File: src/rtl/fifo_uart_pkg.sv
`default_nettype none
// ============================================================================
//  Module      : fifo_uart_pkg
//  Description : State encoding and line levels shared by the FIFO-to-UART
//                drain and its bit timer.
//  Revision    : 1.0 - initial release
// ============================================================================
package fifo_uart_pkg;

    typedef logic [2:0] state_t;

    localparam state_t S_IDLE  = 3'd0;
    localparam state_t S_FETCH = 3'd1;
    localparam state_t S_LOAD  = 3'd2;
    localparam state_t S_START = 3'd3;
    localparam state_t S_DATA  = 3'd4;
    localparam state_t S_STOP  = 3'd5;

    localparam logic START_BIT  = 1'b0;
    localparam logic STOP_BIT   = 1'b1;
    localparam logic IDLE_LEVEL = 1'b1;

endpackage
`default_nettype wire

File: src/rtl/uart_bit_timer.sv
`default_nettype none
// ============================================================================
//  Module      : uart_bit_timer
//  Description : Counts CLKS_PER_BIT clocks per serial bit while run is high
//                and pulses bit_tick in the last clock of each bit.
//  Revision    : 1.0 - initial release
// ============================================================================
module uart_bit_timer #(
    parameter int CLKS_PER_BIT = 4
) (
    input  logic clk,
    input  logic reset,
    input  logic run,
    output logic bit_tick
);

    localparam int               CNT_W  = (CLKS_PER_BIT > 1) ? $clog2(CLKS_PER_BIT) : 1;
    localparam logic [CNT_W-1:0] C_LAST = CNT_W'(CLKS_PER_BIT - 1);
    localparam logic [CNT_W-1:0] C_ONE  = CNT_W'(1);

    logic [CNT_W-1:0] r_count;

    // The count reloads on every bit boundary so each bit starts from zero.
    always_ff @(posedge clk) begin
        if (reset) begin
            r_count <= '0;
        end else if (!run || bit_tick) begin
            r_count <= '0;
        end else begin
            r_count <= r_count + C_ONE;
        end
    end

    assign bit_tick = run && (r_count == C_LAST);

endmodule
`default_nettype wire

File: src/rtl/fifo_uart_drain.sv
`default_nettype none
// ============================================================================
//  Module      : fifo_uart_drain
//  Description : Pops bytes from a FIFO read port and serialises each one as
//                start bit, DATA_WIDTH data bits LSB-first, stop bit.
//  Revision    : 1.0 - initial release
// ============================================================================
import fifo_uart_pkg::*;

module fifo_uart_drain #(
    parameter int DATA_WIDTH   = 8,
    parameter int CLKS_PER_BIT = 4
) (
    input  logic                  clk,
    input  logic                  reset,
    input  logic                  enable,
    input  logic                  fifo_empty,
    input  logic [DATA_WIDTH-1:0] fifo_data,
    output logic                  fifo_rd,
    output logic                  tx,
    output logic                  busy,
    output logic                  byte_done
);

    localparam int               IDX_W    = (DATA_WIDTH > 1) ? $clog2(DATA_WIDTH) : 1;
    localparam logic [IDX_W-1:0] C_LAST_I = IDX_W'(DATA_WIDTH - 1);
    localparam logic [IDX_W-1:0] C_ONE_I  = IDX_W'(1);

    state_t                r_state;
    logic [DATA_WIDTH-1:0] r_shift;
    logic [IDX_W-1:0]      r_idx;
    logic                  r_tx;
    logic                  r_fifo_rd;

    logic                  w_run;
    logic                  w_tick;
    logic                  w_start;
    logic [DATA_WIDTH-1:0] w_shift_next;

    assign w_run        = (r_state == S_START) || (r_state == S_DATA) || (r_state == S_STOP);
    // fifo_empty is only consulted here, so a read is never issued on an empty FIFO.
    assign w_start      = (r_state == S_IDLE) && enable && !fifo_empty;
    assign w_shift_next = r_shift >> 1;

    uart_bit_timer #(
        .CLKS_PER_BIT (CLKS_PER_BIT)
    ) u_bit_timer (
        .clk      (clk),
        .reset    (reset),
        .run      (w_run),
        .bit_tick (w_tick)
    );

    always_ff @(posedge clk) begin
        if (reset) begin
            r_state   <= S_IDLE;
            r_shift   <= '0;
            r_idx     <= '0;
            r_tx      <= IDLE_LEVEL;
            r_fifo_rd <= 1'b0;
        end else begin
            r_fifo_rd <= w_start;
            case (r_state)
                S_IDLE: begin
                    if (w_start) begin
                        r_state <= S_FETCH;
                    end
                end
                S_FETCH: begin
                    r_state <= S_LOAD;
                end
                // fifo_data is valid here, one clock after the read strobe.
                S_LOAD: begin
                    r_shift <= fifo_data;
                    r_tx    <= START_BIT;
                    r_state <= S_START;
                end
                S_START: begin
                    if (w_tick) begin
                        r_tx    <= r_shift[0];
                        r_idx   <= '0;
                        r_state <= S_DATA;
                    end
                end
                S_DATA: begin
                    if (w_tick) begin
                        r_shift <= w_shift_next;
                        if (r_idx == C_LAST_I) begin
                            r_tx    <= STOP_BIT;
                            r_state <= S_STOP;
                        end else begin
                            r_tx  <= w_shift_next[0];
                            r_idx <= r_idx + C_ONE_I;
                        end
                    end
                end
                S_STOP: begin
                    if (w_tick) begin
                        r_tx    <= IDLE_LEVEL;
                        r_state <= S_IDLE;
                    end
                end
                default: begin
                    r_tx    <= IDLE_LEVEL;
                    r_state <= S_IDLE;
                end
            endcase
        end
    end

    assign fifo_rd   = r_fifo_rd;
    assign tx        = r_tx;
    assign busy      = (r_state != S_IDLE);
    assign byte_done = (r_state == S_STOP) && w_tick;

endmodule
`default_nettype wire

File: config.mk
export PLATFORM = sky130hd
export DESIGN_NAME = fifo_uart_drain
export DESIGN_NICKNAME = d
export VERILOG_FILES = /design/src/rtl/fifo_uart_pkg.sv /design/src/rtl/uart_bit_timer.sv /design/src/rtl/fifo_uart_drain.sv
export SDC_FILE = /design/constraint.sdc
export NUM_CORES = 1
export LEC_CHECK = 0
export BUFFER_PORTS_ARGS = -buffer_cell sky130_fd_sc_hd__buf_2
export CAP_MARGIN = 20
export CORE_UTILIZATION = 48
export CTS_CLUSTER_DIAMETER = 200
export DETAILED_ROUTE_END_ITERATION = 10
export PLACE_DENSITY = 0.73
export SLEW_MARGIN = 0
export SYNTH_ARGS = -nofsm -noshare
export SYNTH_HDL_FRONTEND = slang
export SYNTH_SLANG_ARGS = --single-unit
File: constraint.sdc
create_clock -name clk -period 1.5 [get_ports clk]
set_input_delay 0.075 -clock clk [delete_from_list [all_inputs] [get_ports clk]]
set_output_delay 0.075 -clock clk [all_outputs]
set_load 0.1 [all_outputs]
Word-level counts from Yosys, hierarchy flattened
Index checks and enable logic that the tools add are counted.

Memory bits (read-only): 0. Input port bits: 12. Memories kept: 0. Word-level logic and storage cells: 57. Output and inout bits: 4. RAM bits: 0. Register bits: 18. Bits in latches: 0.

Div/mod/pow operators: 0. Muxes and demuxes: 16. Magnitude comparators: 0. Multiply operators: 0. Equal/unequal tests: 13. Add/subtract/negate cells: 2. Shift operators: 0. Reduce and logical (&&, ||, !) cells: 19. Bitwise gates (word level): 1.

Operators by type and width (count): 2-to-1 mux 3 bit (7); case mux 3 bit (6 select lines) (1); case mux 8 bit (2 select lines) (1); equality test 3 bit (second input constant) (3); 2-to-1 mux 8 bit (1); inequality test 2 x 1 -> 1 bit (second input constant) (4); AND reduction 4 bit (2); equality test 3 x 2 -> 1 bit (second input constant) (2); case mux 3 bit (2 select lines) (1); case mux 1 bit (5 select lines) (1); AND reduction 5 bit (1); logical AND 1 bit (4); 2-to-1 mux 1 bit (4); inequality test 2 bit (second input constant) (2); nonzero test 2 bit (2); OR reduction 2 bit (2); adder 3 x 1 -> 3 bit (second input constant) (1); equality test 3 x 1 -> 1 bit (second input constant) (1); zero test 3 bit (1); logical OR 1 bit (3); nonzero test 3 bit (1); adder 2 x 1 -> 2 bit (second input constant) (1); equality test 2 bit (second input constant) (1); zero test 1 bit (2); other kinds (2) (2).

Depth between registers and ports, before layout
Depth after elaboration: 6. Mapped depth: 7. Mapped depth without buffers: 5.

Hierarchy
Synthesis repeated with hierarchy kept, for this count alone.

Cell total of the unflattened synthesis: 101. Area, all modules: 959.7 um^2.

By module, submodules not included: fifo_uart_drain (area an instance 873.3 um^2, times used 1, cells an instance 95); uart_bit_timer (area an instance 86.3 um^2, times used 1, cells an instance 6).

Worst setup path before layout
Ideal clock, no wire load.

Path kind: flip-flop to output port. From: reg r_state[0]. To: out byte_done. Arrival: 2.822 ns. Buffers on the path: 2. Cell stages (with the launch flop): 5. Setup slack: -1.397 ns. Path through: dfxtp_1 -> buf_6 -> clkbuf_1 -> inv_1 -> nor3_1.

Cells in the longest elaborated chain, start to end: 5. Elaborated cells on any way between the ends: 7. Those cells by class: 3 x eq/ne; 4 x reduce/logical.

Ends and longest elaborated chain: start: declaration (line fifo_uart_drain.sv:29) `state_t r_state;`; start signal: assignment (line fifo_uart_drain.sv:56) `r_state <= S_IDLE;`; start signal: assignment (line fifo_uart_drain.sv:66) `r_state <= S_FETCH;`; start signal: assignment (line fifo_uart_drain.sv:70) `r_state <= S_LOAD;`; equality test 3 x 2 -> 1 bit or equality test 3 bit (tied branches) (line fifo_uart_drain.sv:40) `assign w_run = (r_state == S_START) || (r_state == S_DATA) || (r_state == S_STOP);`; logical OR 1 bit (2 in a row) (line fifo_uart_drain.sv:40); logical AND 1 bit (line uart_bit_timer.sv:34) `assign bit_tick = run && (r_count == C_LAST);`; logical AND 1 bit * (line fifo_uart_drain.sv:114) `assign byte_done = (r_state == S_STOP) && w_tick;`; end: declaration (line fifo_uart_drain.sv:22) `output logic byte_done`.

Mark *: on every way between the ends. The rest lies on a longest branch, timed or not.

Worst setup path after layout
From: reg r_idx[0]. To: reg r_tx (netlist: tx).

Cells in the longest elaborated chain, start to end: 4.

Ends and longest elaborated chain: start: declaration (line fifo_uart_drain.sv:31) `logic [IDX_W-1:0] r_idx;`; start signal: assignment (line fifo_uart_drain.sv:93) `r_idx <= r_idx + C_ONE_I;`; equality test 3 bit (line fifo_uart_drain.sv:88) `if (r_idx == C_LAST_I) begin`; 2-to-1 mux 1 bit (line fifo_uart_drain.sv:88); 2-to-1 mux 1 bit (line fifo_uart_drain.sv:86) `if (w_tick) begin`; case mux 1 bit (5 select lines) (line fifo_uart_drain.sv:63) `case (r_state)`; end signal: assignment (line fifo_uart_drain.sv:80) `r_tx <= r_shift[0];`; end signal: assignment (line fifo_uart_drain.sv:92) `r_tx <= w_shift_next[0];`; end: declaration (line fifo_uart_drain.sv:32) `logic r_tx;`.

Every way passes these cells. The select of a mux whose other input is x is not followed. A chain may end at the register's enable or synchronous reset.

==> impl_metrics.json <==
{
  "fin_crit_sh_pct": 101,
  "first_iter_violations": 19,
  "cts_tree": "built",
  "whs_path_depth": 3,
  "row_count": 15,
  "clock_skew_ns": 0.00879,
  "num_vias": 869,
  "num_io_pins": 16,
  "start_util_pct": 52.6,
  "post_drt_wl_per_cell_um": 14.8,
  "met1_usage_pct": 32.6,
  "r2r_cells": 5,
  "die_w_um": 46.2,
  "antenna_found_initial": 0,
  "cp_max_fo": 3,
  "arrival_ns": 1.69,
  "clkSinkCount": 18,
  "grt_pass1_vias": 767,
  "ys_types": 34,
  "drtAntennaViolNets": 0,
  "portBuffers": 15,
  "netlist_instances": 100,
  "synth.most_common_cell": "dfxtp_1",
  "worst_pin_slew_ns": 0.491,
  "hold_start": "fifo_data[2]",
  "setup_viol": 1,
  "hold_viol_final": 0,
  "syn_to_final_growth_pct": 34.3,
  "final_util_pct": 70.6,
  "synth_ff_type": "dfxtp_1",
  "syn_area_um2": 937,
  "p_per_area_nw_per_um2": 839,
  "p_leak_nw": 0.599,
  "htreeDepth": 1,
  "numCtsBuffers": 3,
  "ys_seq_area_share_pct": 38.5,
  "yosys-top-cells-area": "dfxtp_1 38%, mux2i_1 8.5%, a21oi_1 6.9%, o31ai_1 6.4%, buf_6 4.8%",
  "cts_buffer_depth": 2,
  "final_layout_size_suffix_gt1_share_pct": 42.1,
  "required_ns": 1.68,
  "clk-insertion-delay-late_ns": 0.31,
  "drv_cap": 0,
  "drt-total-wl_um": 2240,
  "r2r-start": "r_idx[0]",
  "ys.warnings.count": 0,
  "async_flop_share_pct": 0,
  "fin_nets": 142,
  "synth_common_cells": "18 x dfxtp_1, 13 x a21oi_1, 8 x mux2i_1, 8 x o31ai_1",
  "vdd_drop_max_mv": 0.768,
  "grt_pass1_wl_um": 3560,
  "fmax_mhz": 663,
  "drt-pass1-iter-count": 4,
  "dp_hpwl_um": 1350,
  "place_inst": 140,
  "critPathLaunch": "r_idx[0]",
  "cts_root_buf": "clkbuf_4",
  "status": "finished, violations left",
  "gr-max-usage-layer": "met2",
  "design.core.area_um2": 1780,
  "grt.overflow.total": 0,
  "via_per_inst": 5.75,
  "grt_usage_pct": 24.4,
  "grt_max_degree": 13,
  "avgSynthCellArea_um2": 9.37,
  "cp-start-kind": "flop",
  "layoutNonFillerInstCount": 151,
  "met3_usage_pct": 6.67,
  "rsz0062_at_grt": "true",
  "place_congestion": 0.788,
  "clk_pin_slew_worst_paths_ns": 0.11,
  "syn_nets": 115,
  "synth_top_area_share_pct": 38.5,
  "yosysTopAreaCell": "dfxtp_1",
  "place_ws_ns": -0.0743,
  "synth-edff-count": 0,
  "path_class": "reg -> reg",
  "max-slew-margin-rel_pct": 67.5,
  "drc": 0,
  "die_area_um2": 2130,
  "use_met2_pct": 34.6,
  "synth-seq-cells": 18,
  "diodes": 0,
  "period_needed_ns": 1.51,
  "setup_ws_ns": -0.00854,
  "end_kind": "flop",
  "slew_viol_final": 0,
  "die_h_um": 46.2,
  "min_path_type": "in -> reg",
  "power_w": 0.00106,
  "violations": "negative setup slack"
}
[layout make-up]
type                       instances  area, um2
multi-input combinational         71        578
fill                             131        524
sequential                        18        374
timing repair buffer              31        231
clock buffer                       4       36.3
tap                               25       31.3
inverter                           2       7.51
[repair_timing]
action / CTS / global route
setup endpoints to repair: 6 / 12
hold buffers: 1 / 0
setup buffers: 3 / 3
gates resized for setup: 21 / 4
pin swaps: 3 / 3
hold endpoints to repair: 1 / 0
[registers in the layout, indices dropped and copies added, names as in the netlist]
| signal | cells |
|---|---|
| r_idx | 3 |
| fifo_rd | 1 |
| tx | 1 |
| r_state | 3 |
| r_shift | 8 |
| u_bit_timer.r_count | 2 |
[layer usage]
metal	wire (um)	share of wire [%]	vias up
li1	-	-	423
met1	1010	45	400
met2	1040	46	42
met3	156	7.0	4
met4	30	1.3	0
met5	0	0	-
[logic make-up (layout without fill, tap and decap cells)]
group	count (synthesis)	in the layout	synth area share, %
muxes	9	9	9.75
buffers and inverters	11	37	7.88
DFF	18	18	38.5
adders and majority gates	3	3	4.01
AOI/OAI and AO/OA	32	32	21.5
and+or+nand+nor	27	27	18.4
[placed cells by master, fill, tap and decap left out, types with 3 or more instances in the layout]
cell / netlist / layout
nand2_1: 4 / 3
o31ai_1: 8 / 7
buf_2: 2 / 13
o21ai_0: 4 / 4
nor2_1: 3 / 3
ha_4: 0 / 3
clkbuf_4: 0 / 3
buf_4: 0 / 14
mux2i_1: 8 / 8
dfxtp_1: 18 / 11
dfxtp_2: 0 / 5
a21oi_1: 13 / 13
[critical path: stages (launching register included)]
cell      delay (ns)
dfxtp_2         0.35
ha_4            0.16
ha_4            0.16
or4b_1          0.47
a21oi_1         0.14
o311ai_1        0.10
[report_power, final]
group	leakage (nW)	internal (W)	switching (W)
sequential	0.150	0.000503	0.0000195
clock	0.0210	0.000149	0.000169
combinational	0.428	0.0000865	0.000130
[stage by stage]
step / cell area (um2) / setup TNS, ns / hold WS, ns
after floorplan: 953 / -0.0342 / 0.144
after global placement: 1070 / -0.0200 / 0.300
after detailed placement: 1070 / -0.179 / 0.297
after CTS: 1220 / 0 / 0.0490
after global routing: 1260 / -0.131 / 0.0578
final: 1260 / -0.00854 / 0.0530
[path summary, 6_finish.rpt]
kind	slack, ns	endpoint
setup / recovery	-0.009	tx
hold / removal	0.05	r_shift[2]
setup reg to reg	-0.009	tx
hold reg to reg	0.45	u_bit_timer.r_count[0]
(Power assumes the default switching activity.)
